**src/rtl/ball_pkg.sv**
```systemverilog
// ball_pkg: screen, ball and paddle geometry shared by the collision, draw and motion blocks.
package ball_pkg;
  localparam int SCREEN_W = 1024;
  localparam int SCREEN_H = 768;
  localparam int BALL_R   = 10;
  localparam int PAD_Y    = 700;
  localparam int PAD_H    = 10;
  localparam int PAD_W    = 128;
  typedef enum logic [1:0] {IDLE = 2'd0, ASSERT = 2'd1, LOCKOUT = 2'd2} hit_state_t;
endpackage

```
**src/rtl/rect_overlap.sv**
```systemverilog
// rect_overlap: registers a sprite centre and a box origin, then flags their overlap a cycle later.
module rect_overlap #(
  parameter int R  = 10,
  parameter int Y0 = 700,
  parameter int H  = 10,
  parameter int W  = 128
) (
  input  logic        pclk,
  input  logic        reset,
  input  logic [11:0] a_x_i,
  input  logic [11:0] a_y_i,
  input  logic [11:0] b_x_i,
  output logic [11:0] a_y_q,
  output logic        overlap_q
);
  logic [11:0] ax_q, bx_q;
  logic [12:0] ay_r, ax_r, bx_e;
  logic        overlap_d;
  // 13-bit sums so a box near the right edge of the 12-bit range cannot wrap into a false hit
  always_comb begin
    ay_r      = {1'b0, a_y_q} + 13'(R);
    ax_r      = {1'b0, ax_q} + 13'(R);
    bx_e      = {1'b0, bx_q} + 13'(W - 1 + R);
    overlap_d = (ay_r >= 13'(Y0)) && (ay_r <= 13'(Y0 + H - 1)) &&
                (ax_r >= {1'b0, bx_q}) && ({1'b0, ax_q} <= bx_e);
  end
  always_ff @(posedge pclk or negedge reset) begin
    if (!reset) begin
      ax_q      <= '0;
      a_y_q     <= '0;
      bx_q      <= '0;
      overlap_q <= 1'b0;
    end else begin
      ax_q      <= a_x_i;
      a_y_q     <= a_y_i;
      bx_q      <= b_x_i;
      overlap_q <= overlap_d;
    end
  end
endmodule

```
**src/rtl/ball_paddle_collide.sv**
```systemverilog
// ball_paddle_collide: paddle hit flag with consume/timeout handshake, miss pulse and hit counter.
module ball_paddle_collide
  import ball_pkg::*;
#(
  parameter int HOLD_MAX = 2_000_000
) (
  input  logic        pclk,
  input  logic        reset,
  input  logic [11:0] ball_x,
  input  logic [11:0] ball_y,
  input  logic [11:0] pad_x,
  output logic        collision_det,
  output logic        miss,
  output logic [7:0]  hit_count
);
  localparam int HW = $clog2(HOLD_MAX + 1);
  hit_state_t  state_q, state_d;
  logic [HW-1:0] hold_q, hold_d;
  logic [11:0] y_hit_q, y_hit_d, by_q;
  logic [7:0]  cnt_q, cnt_d;
  logic        overlap_q, bot, bot_q, miss_q;
  rect_overlap #(.R(BALL_R), .Y0(PAD_Y), .H(PAD_H), .W(PAD_W)) u_ov (
    .pclk      (pclk),
    .reset     (reset),
    .a_x_i     (ball_x),
    .a_y_i     (ball_y),
    .b_x_i     (pad_x),
    .a_y_q     (by_q),
    .overlap_q (overlap_q)
  );
  assign bot = ({1'b0, by_q} + 13'(BALL_R)) >= 13'(SCREEN_H - 1);
  always_ff @(posedge pclk or negedge reset) begin
    if (!reset) begin
      state_q <= IDLE;
      hold_q  <= '0;
      y_hit_q <= '0;
      cnt_q   <= '0;
      bot_q   <= 1'b0;
      miss_q  <= 1'b0;
    end else begin
      state_q <= state_d;
      hold_q  <= hold_d;
      y_hit_q <= y_hit_d;
      cnt_q   <= cnt_d;
      bot_q   <= bot;
      miss_q  <= bot & ~bot_q;
    end
  end
  // the hit is considered consumed once the motion block has moved the ball off the latched row
  always_comb begin
    state_d = state_q;
    hold_d  = hold_q;
    y_hit_d = y_hit_q;
    cnt_d   = cnt_q;
    case (state_q)
      IDLE: if (overlap_q) begin
        state_d = ASSERT;
        y_hit_d = by_q;
        hold_d  = '0;
        cnt_d   = (cnt_q == 8'hff) ? cnt_q : cnt_q + 8'd1;
      end
      ASSERT: if (by_q != y_hit_q || hold_q == HW'(HOLD_MAX - 1)) state_d = LOCKOUT;
              else hold_d = hold_q + HW'(1);
      LOCKOUT: state_d = overlap_q ? LOCKOUT : IDLE;
      default: state_d = IDLE;
    endcase
  end
  always_comb begin
    collision_det = (state_q == ASSERT);
    miss          = miss_q;
    hit_count     = cnt_q;
  end
endmodule

```
**config.mk**
```make
export PLATFORM = sky130hd
export DESIGN_NAME = ball_paddle_collide
export DESIGN_NICKNAME = d
export VERILOG_FILES = /design/src/rtl/ball_pkg.sv /design/src/rtl/rect_overlap.sv /design/src/rtl/ball_paddle_collide.sv
export SDC_FILE = /design/constraint.sdc
export NUM_CORES = 1
export LEC_CHECK = 0
export CAP_MARGIN = 20
export CORE_MARGIN = 4
export CORE_UTILIZATION = 53
export DETAILED_ROUTE_END_ITERATION = 10
export PLACE_DENSITY = 0.75
export SETUP_SLACK_MARGIN = 0.05
export SLEW_MARGIN = 20
export SYNTH_ARGS = -nofsm -noshare
export SYNTH_HDL_FRONTEND = slang
export SYNTH_SLANG_ARGS = --single-unit
export TNS_END_PERCENT = 20
```
**constraint.sdc**
```tcl
create_clock -name pclk -period 7.2 [get_ports pclk]
set_clock_uncertainty 0.2 [all_clocks]
set_input_delay 1.08 -clock pclk [delete_from_list [all_inputs] [get_ports pclk]]
set_output_delay 1.08 -clock pclk [all_outputs]
set_load 0.05 [all_outputs]
```
Word level (Yosys, flattened, before mapping)
Index checks and enable logic that the tools add are counted.
Widths: inputs -> output; s select.
{"block": "classes", "addsub": 5, "magnitude_cmp": 5, "eq_ne": 8, "n_mux": 7, "bitwise": 3, "reduce_logical": 10}
{"cell": "$mux 21", "n": 2}
{"cell": "$pmux 21 s2", "n": 1}
{"cell": "$add 12x4->13 const B", "n": 2}
{"cell": "$ge 13x10->1 const B", "n": 2}
{"cell": "$add 21x1->21 const B", "n": 1}
{"cell": "$eq 21x21->1 const B", "n": 1}
{"cell": "$add 12x8->13 const B", "n": 1}
{"cell": "$ge 13x12->1", "n": 1}
{"cell": "$le 12x13->1", "n": 1}
{"cell": "$le 13x10->1 const B", "n": 1}
{"cell": "$ne 12x12->1", "n": 1}
{"cell": "$add 8x1->8 const B", "n": 1}
{"cell": "$eq 8x8->1 const B", "n": 1}
{"cell": "$mux 2", "n": 3}
{"cell": "$pmux 2 s3", "n": 1}
{"cell": "$reduce_and 3->1", "n": 2}
{"cell": "$ne 2x1->1 const B", "n": 2}
{"cell": "$reduce_and 2->1", "n": 2}
{"cell": "$logic_and 1x1->1", "n": 3}
{"cell": "$eq 2x1->1 const B", "n": 1}
{"cell": "$eq 2x2->1 const B", "n": 1}
{"cell": "$logic_not 2->1", "n": 1}
{"cell": "$ne 2x2->1 const B", "n": 1}
{"cell": "$not 1->1", "n": 2}
{"cell": "other kinds (3)", "n": 3}
{"block": "word_totals", "ff_bits": 82, "inputBits": 38, "out_inout_bits": 10, "word_cells": 48}

Logic depth before layout (Yosys ltp)
{"block": "depth", "ltp_word": 5, "mapped_depth": 12}

Hierarchy
Synthesis repeated with hierarchy kept, for this count alone.
{"block": "hier_totals", "hier_cells": 455, "area_unflattened_um2": 4555.6}
{"module": "ball_paddle_collide", "n_inst": 1, "cells_per_inst": 261, "area_per_inst_um2": 2451.1, "seq_area_each_um2": 1126.1}
{"module": "rect_overlap", "n_inst": 1, "cells_per_inst": 194, "area_per_inst_um2": 2104.5, "seq_area_each_um2": 925.9}

Worst setup path after synthesis
No wires, ideal clock.
{"block": "synth_timing", "path_kind": "register -> register", "start": "register u_ov.bx_q[2]", "end": "register u_ov.overlap_q", "arrival_time_ps": 2610, "required_time_ps": 6933, "slack_ps": 4323, "stages_incl_launch_ff": 13, "cell_sequence": "dfrtp_1 inv_1 nor3_1 o21ai_0 nor2_1 o2111ai_1 xnor2_1 ha_1 or4_1 a221o_1 a31oi_1 o31a_1 o2111a_1"}
{"block": "synth_via", "elab_chain_len": 3, "word_cells_on_any_way": 5}
{"element": "start, declared", "line": "rect_overlap.sv:16", "text": "logic [11:0] ax_q, bx_q;"}
{"element": "start signal, assigned", "line": "rect_overlap.sv:36", "text": "bx_q <= b_x_i;"}
{"element": "$add 12x8->13 / $ge 13x12->1 (equally long branches)", "line": "rect_overlap.sv:23, rect_overlap.sv:25"}
{"element": "$le 12x13->1 / $logic_and 1x1->1 (equally long branches)", "line": "rect_overlap.sv:25, rect_overlap.sv:24"}
{"element": "$logic_and 1x1->1 *", "line": "rect_overlap.sv:25", "text": "(ax_r >= {1'b0, bx_q}) && ({1'b0, ax_q} <= bx_e);"}
{"element": "net u_ov.overlap_d", "line": "rect_overlap.sv:18", "text": "logic overlap_d;"}
{"element": "end signal, assigned", "line": "rect_overlap.sv:37", "text": "overlap_q <= overlap_d;"}
{"element": "end, declared", "line": "rect_overlap.sv:14", "text": "output logic overlap_q"}
The timed path passes the listed nets; every way through them passes the cells marked *.
A chain may end at the register's enable or synchronous reset.

Worst setup path after layout
Same ends and word-level chain as after synthesis.

==> results.tsv <==
metric	value	unit
XOR/XNOR Fraction of Synth Area	9.56	%
initial antenna violation count	0	
CTS root buf	clkbuf_8	
vias in the first global route	3394	
cts bufs inserted	9	
fill cell count	682	
top post-synthesis cells by area	dfrtp_1, ha_1, xnor2_1	
die height	100	um
PwrDens	178	nW/um2
compound-cell area share of the yosys netlist	10.6	%
minimum clock period	3.21	ns
Synth Area in Adders	8.64	%
Yosys top cell by area	dfrtp_1	
FF+latch count, synth	82	
Setup violations, final	0	
Synth cell types	56	
clock transition at the registers of the reported paths	0.08	ns
status	completed	
RR Endpoint	u_ov.overlap_q	
die area	10000	um2
worst path cell trace	inv_1 > nor3_1 > o21ai_0 > nor2_1 > o2111ai_1 > xnor2_1 > ha_1 > or4_1 > a221o_1 > a31oi_1 > o31a_1 > o2111a_1	
setup TNS	0	ns
CP Capture Type	flip-flop	
final period utilization	44.6	%
worst reg2reg setup slack	3.99	ns
Avg Inst Size Synth	9.84	um2
vias	3451	
Port Buffer Count	47	
post-synthesis cell area	4490	um2
FP Rows	33	
Layout Area Growth over Synthesis	16.0	%
FFs w/ async S/R, synth	100	%
ys flop type	dfrtp_1	
core box area	8220	um2
final routed DRC violation total	0	
max_cap viols	0	
H-tree depth	3	
WP data arrival	3.30	ns
Slowest-stage cell, CP	or4_1	
Setup WS post-layout	3.99	ns
Routed Antenna Nets	0	
worst skew pair latency	0.35	ns
DR iter-0 viols	170	
slew of the pin with the lowest slew margin	0.817	ns
Synth Instances	456	
Hold Crit Class	reg2reg	
Die W	100	um
CP Launch Point	u_ov.bx_q[2]	
Seq/Total Area, Yosys	45.7	%
setup bufs post-CTS	0	
GRT Resource Usage Total	18.8	%
Initial Util	54.6	%
worst-path maximum fanout	3	
layout cells sized above 1	5.54	%
Storage cell area	2050	um2
P_leak	0.00238	uW
Worst slew margin	45.0	%
final wirelength	8.69	mm
CP required	7.28	ns
Synth Area in Simple Gates	20.7	%
RSZ-0062 raised after global routing	no	
largest net degree at the start of global routing	83	
Slew Viols, Final	0	
crit path launch type	flip-flop	
Post-DP HPWL	6.42	mm
FF-to-FF path depth	12	
Crit Path Category	reg2reg	
post-synth top area share	45.7	%
post_cts resized	0	
mux share of post-synthesis cell area	0.725	%
CTS tree	yes	
largest family of logic cells by synthesized area	simple AND/OR/NAND/NOR gates	
global route overflow	0	
Max Buffers Root-to-Sink	2	
Syn Nets	525	
wire per inst	14.2	um
max incr delay on CP	0.50	ns
n_diodes	0	
Final Power	927	uW
Final Core Density	63.3	%
first-pass GRT wire length	15.2	mm
layout net count	570	
Setup WS pre-CTS	4.01	ns
I/O pin cnt	48	
hold violation count in the final report	0	
reg-to-reg startpoint	u_ov.bx_q[2]	
Final GP Congestion	0.872	
CTS Hold Bufs	0	
CP endpoint	u_ov.overlap_q	
DR pass1 iterations	4	
area occupied by multi-input gates	2260	um2
clk sinks	82	
fmax	311	MHz
vias per std cell	5.66	
Yosys warnings	0	
number of synthesized flops with an enable pin	0	
peak supply drop	0.107	mV
-- power breakdown --
part	total (uW)	internal (uW)	switching, uW
clock network	328	167	160
registers	489	473	15.9
logic	111	55.2	55.4
-- metrics by stage --
stage | hold slack [ns] | cells | cell area [um2]
final | 0.203 | 610 | 5200
after global placement | 0.208 | 595 | 5020
after detailed placement | 0.203 | 595 | 5020
after CTS | 0.206 | 610 | 5200
after global routing | 0.226 | 610 | 5200
after floorplan | 0.178 | 456 | 4490
-- per-layer routing --
layer	global-route usage (%)	part of all wire, %	vias up
li1	-	-	1690
met1	24.4	45	1659
met2	31.6	49	85
met3	3.89	4.8	17
met4	6.11	1.8	0
met5	0	0	-
-- cell type report --
type                       count  share of cell area (%)
inverter                      24                    1.73
sequential                    82                    39.4
clock buffer                  12                    2.79
multi-input combinational    335                    43.4
tap                          105                    2.52
clock inverter                 3                   0.769
timing repair buffer          49                    9.35
-- Yosys cell counts (11+ instances only) --
master,count
a21oi_1,14
dfrtp_1,82
ha_1,31
inv_1,24
nand2_1,69
nand3_1,15
nand4_1,11
nor2_1,38
nor3_1,15
o21ai_0,16
xnor2_1,30
xor2_1,19
-- critical path: cells and delay by family (launching register included) --
kind,cells,cell delay (ns)
xor gates and xnor gates,1,0.15
DFF,1,0.39
buffers and inverters,1,0.08
adders and majority gates,1,0.19
and+or+nand+nor,3,1.07
AOI/OAI and AO/OA,6,1.07
-- worst min-delay path by stage --
stage / startpoint / endpoint / slack (ns) / cells past startpoint
after CTS: bot_q / miss / 0.21 / 1
after global routing: bot_q / miss / 0.23 / 1
final: bot_q / miss / 0.20 / 1
after detailed placement: bot_q / miss / 0.20 / 1
after floorplan: bot_q / miss / 0.18 / 1
after global placement: bot_q / miss / 0.21 / 1
-- flip-flops by register name (all words and copies together) (netlist names) --
signal and count:
hold_q 21, u_ov.a_y_q 12, u_ov.ax_q 12, u_ov.bx_q 12
y_hit_q 12, hit_count 8, state_q 2, bot_q 1
miss 1, u_ov.overlap_q 1
-- cells by family after synthesis --
family,after synthesis
and+or+nand+nor,183
DFF,82
AOI/OAI and AO/OA,69
xor gates and xnor gates,49
buffers and inverters,39
adders and majority gates,31
muxes,3
-- cell usage in the layout, fill, tap and decap left out, types with 3 or more instances in the layout --
cell             count
o2111ai_1            3
o41ai_1              3
xor2_1              19
or4_1                3
nand2b_1             4
nand2_1             69
o21ai_0             16
dfrtp_1             82
nand4_1             11
inv_1               24
nor2_1              38
ha_1                31
nor4_1               7
a31oi_1              7
clkdlybuf4s50_1     46
clkbuf_8            10
a21oi_1             14
nor3_1              15
xnor2_1             30
nand3_1             15
Power figures use the tool's default switching activity.
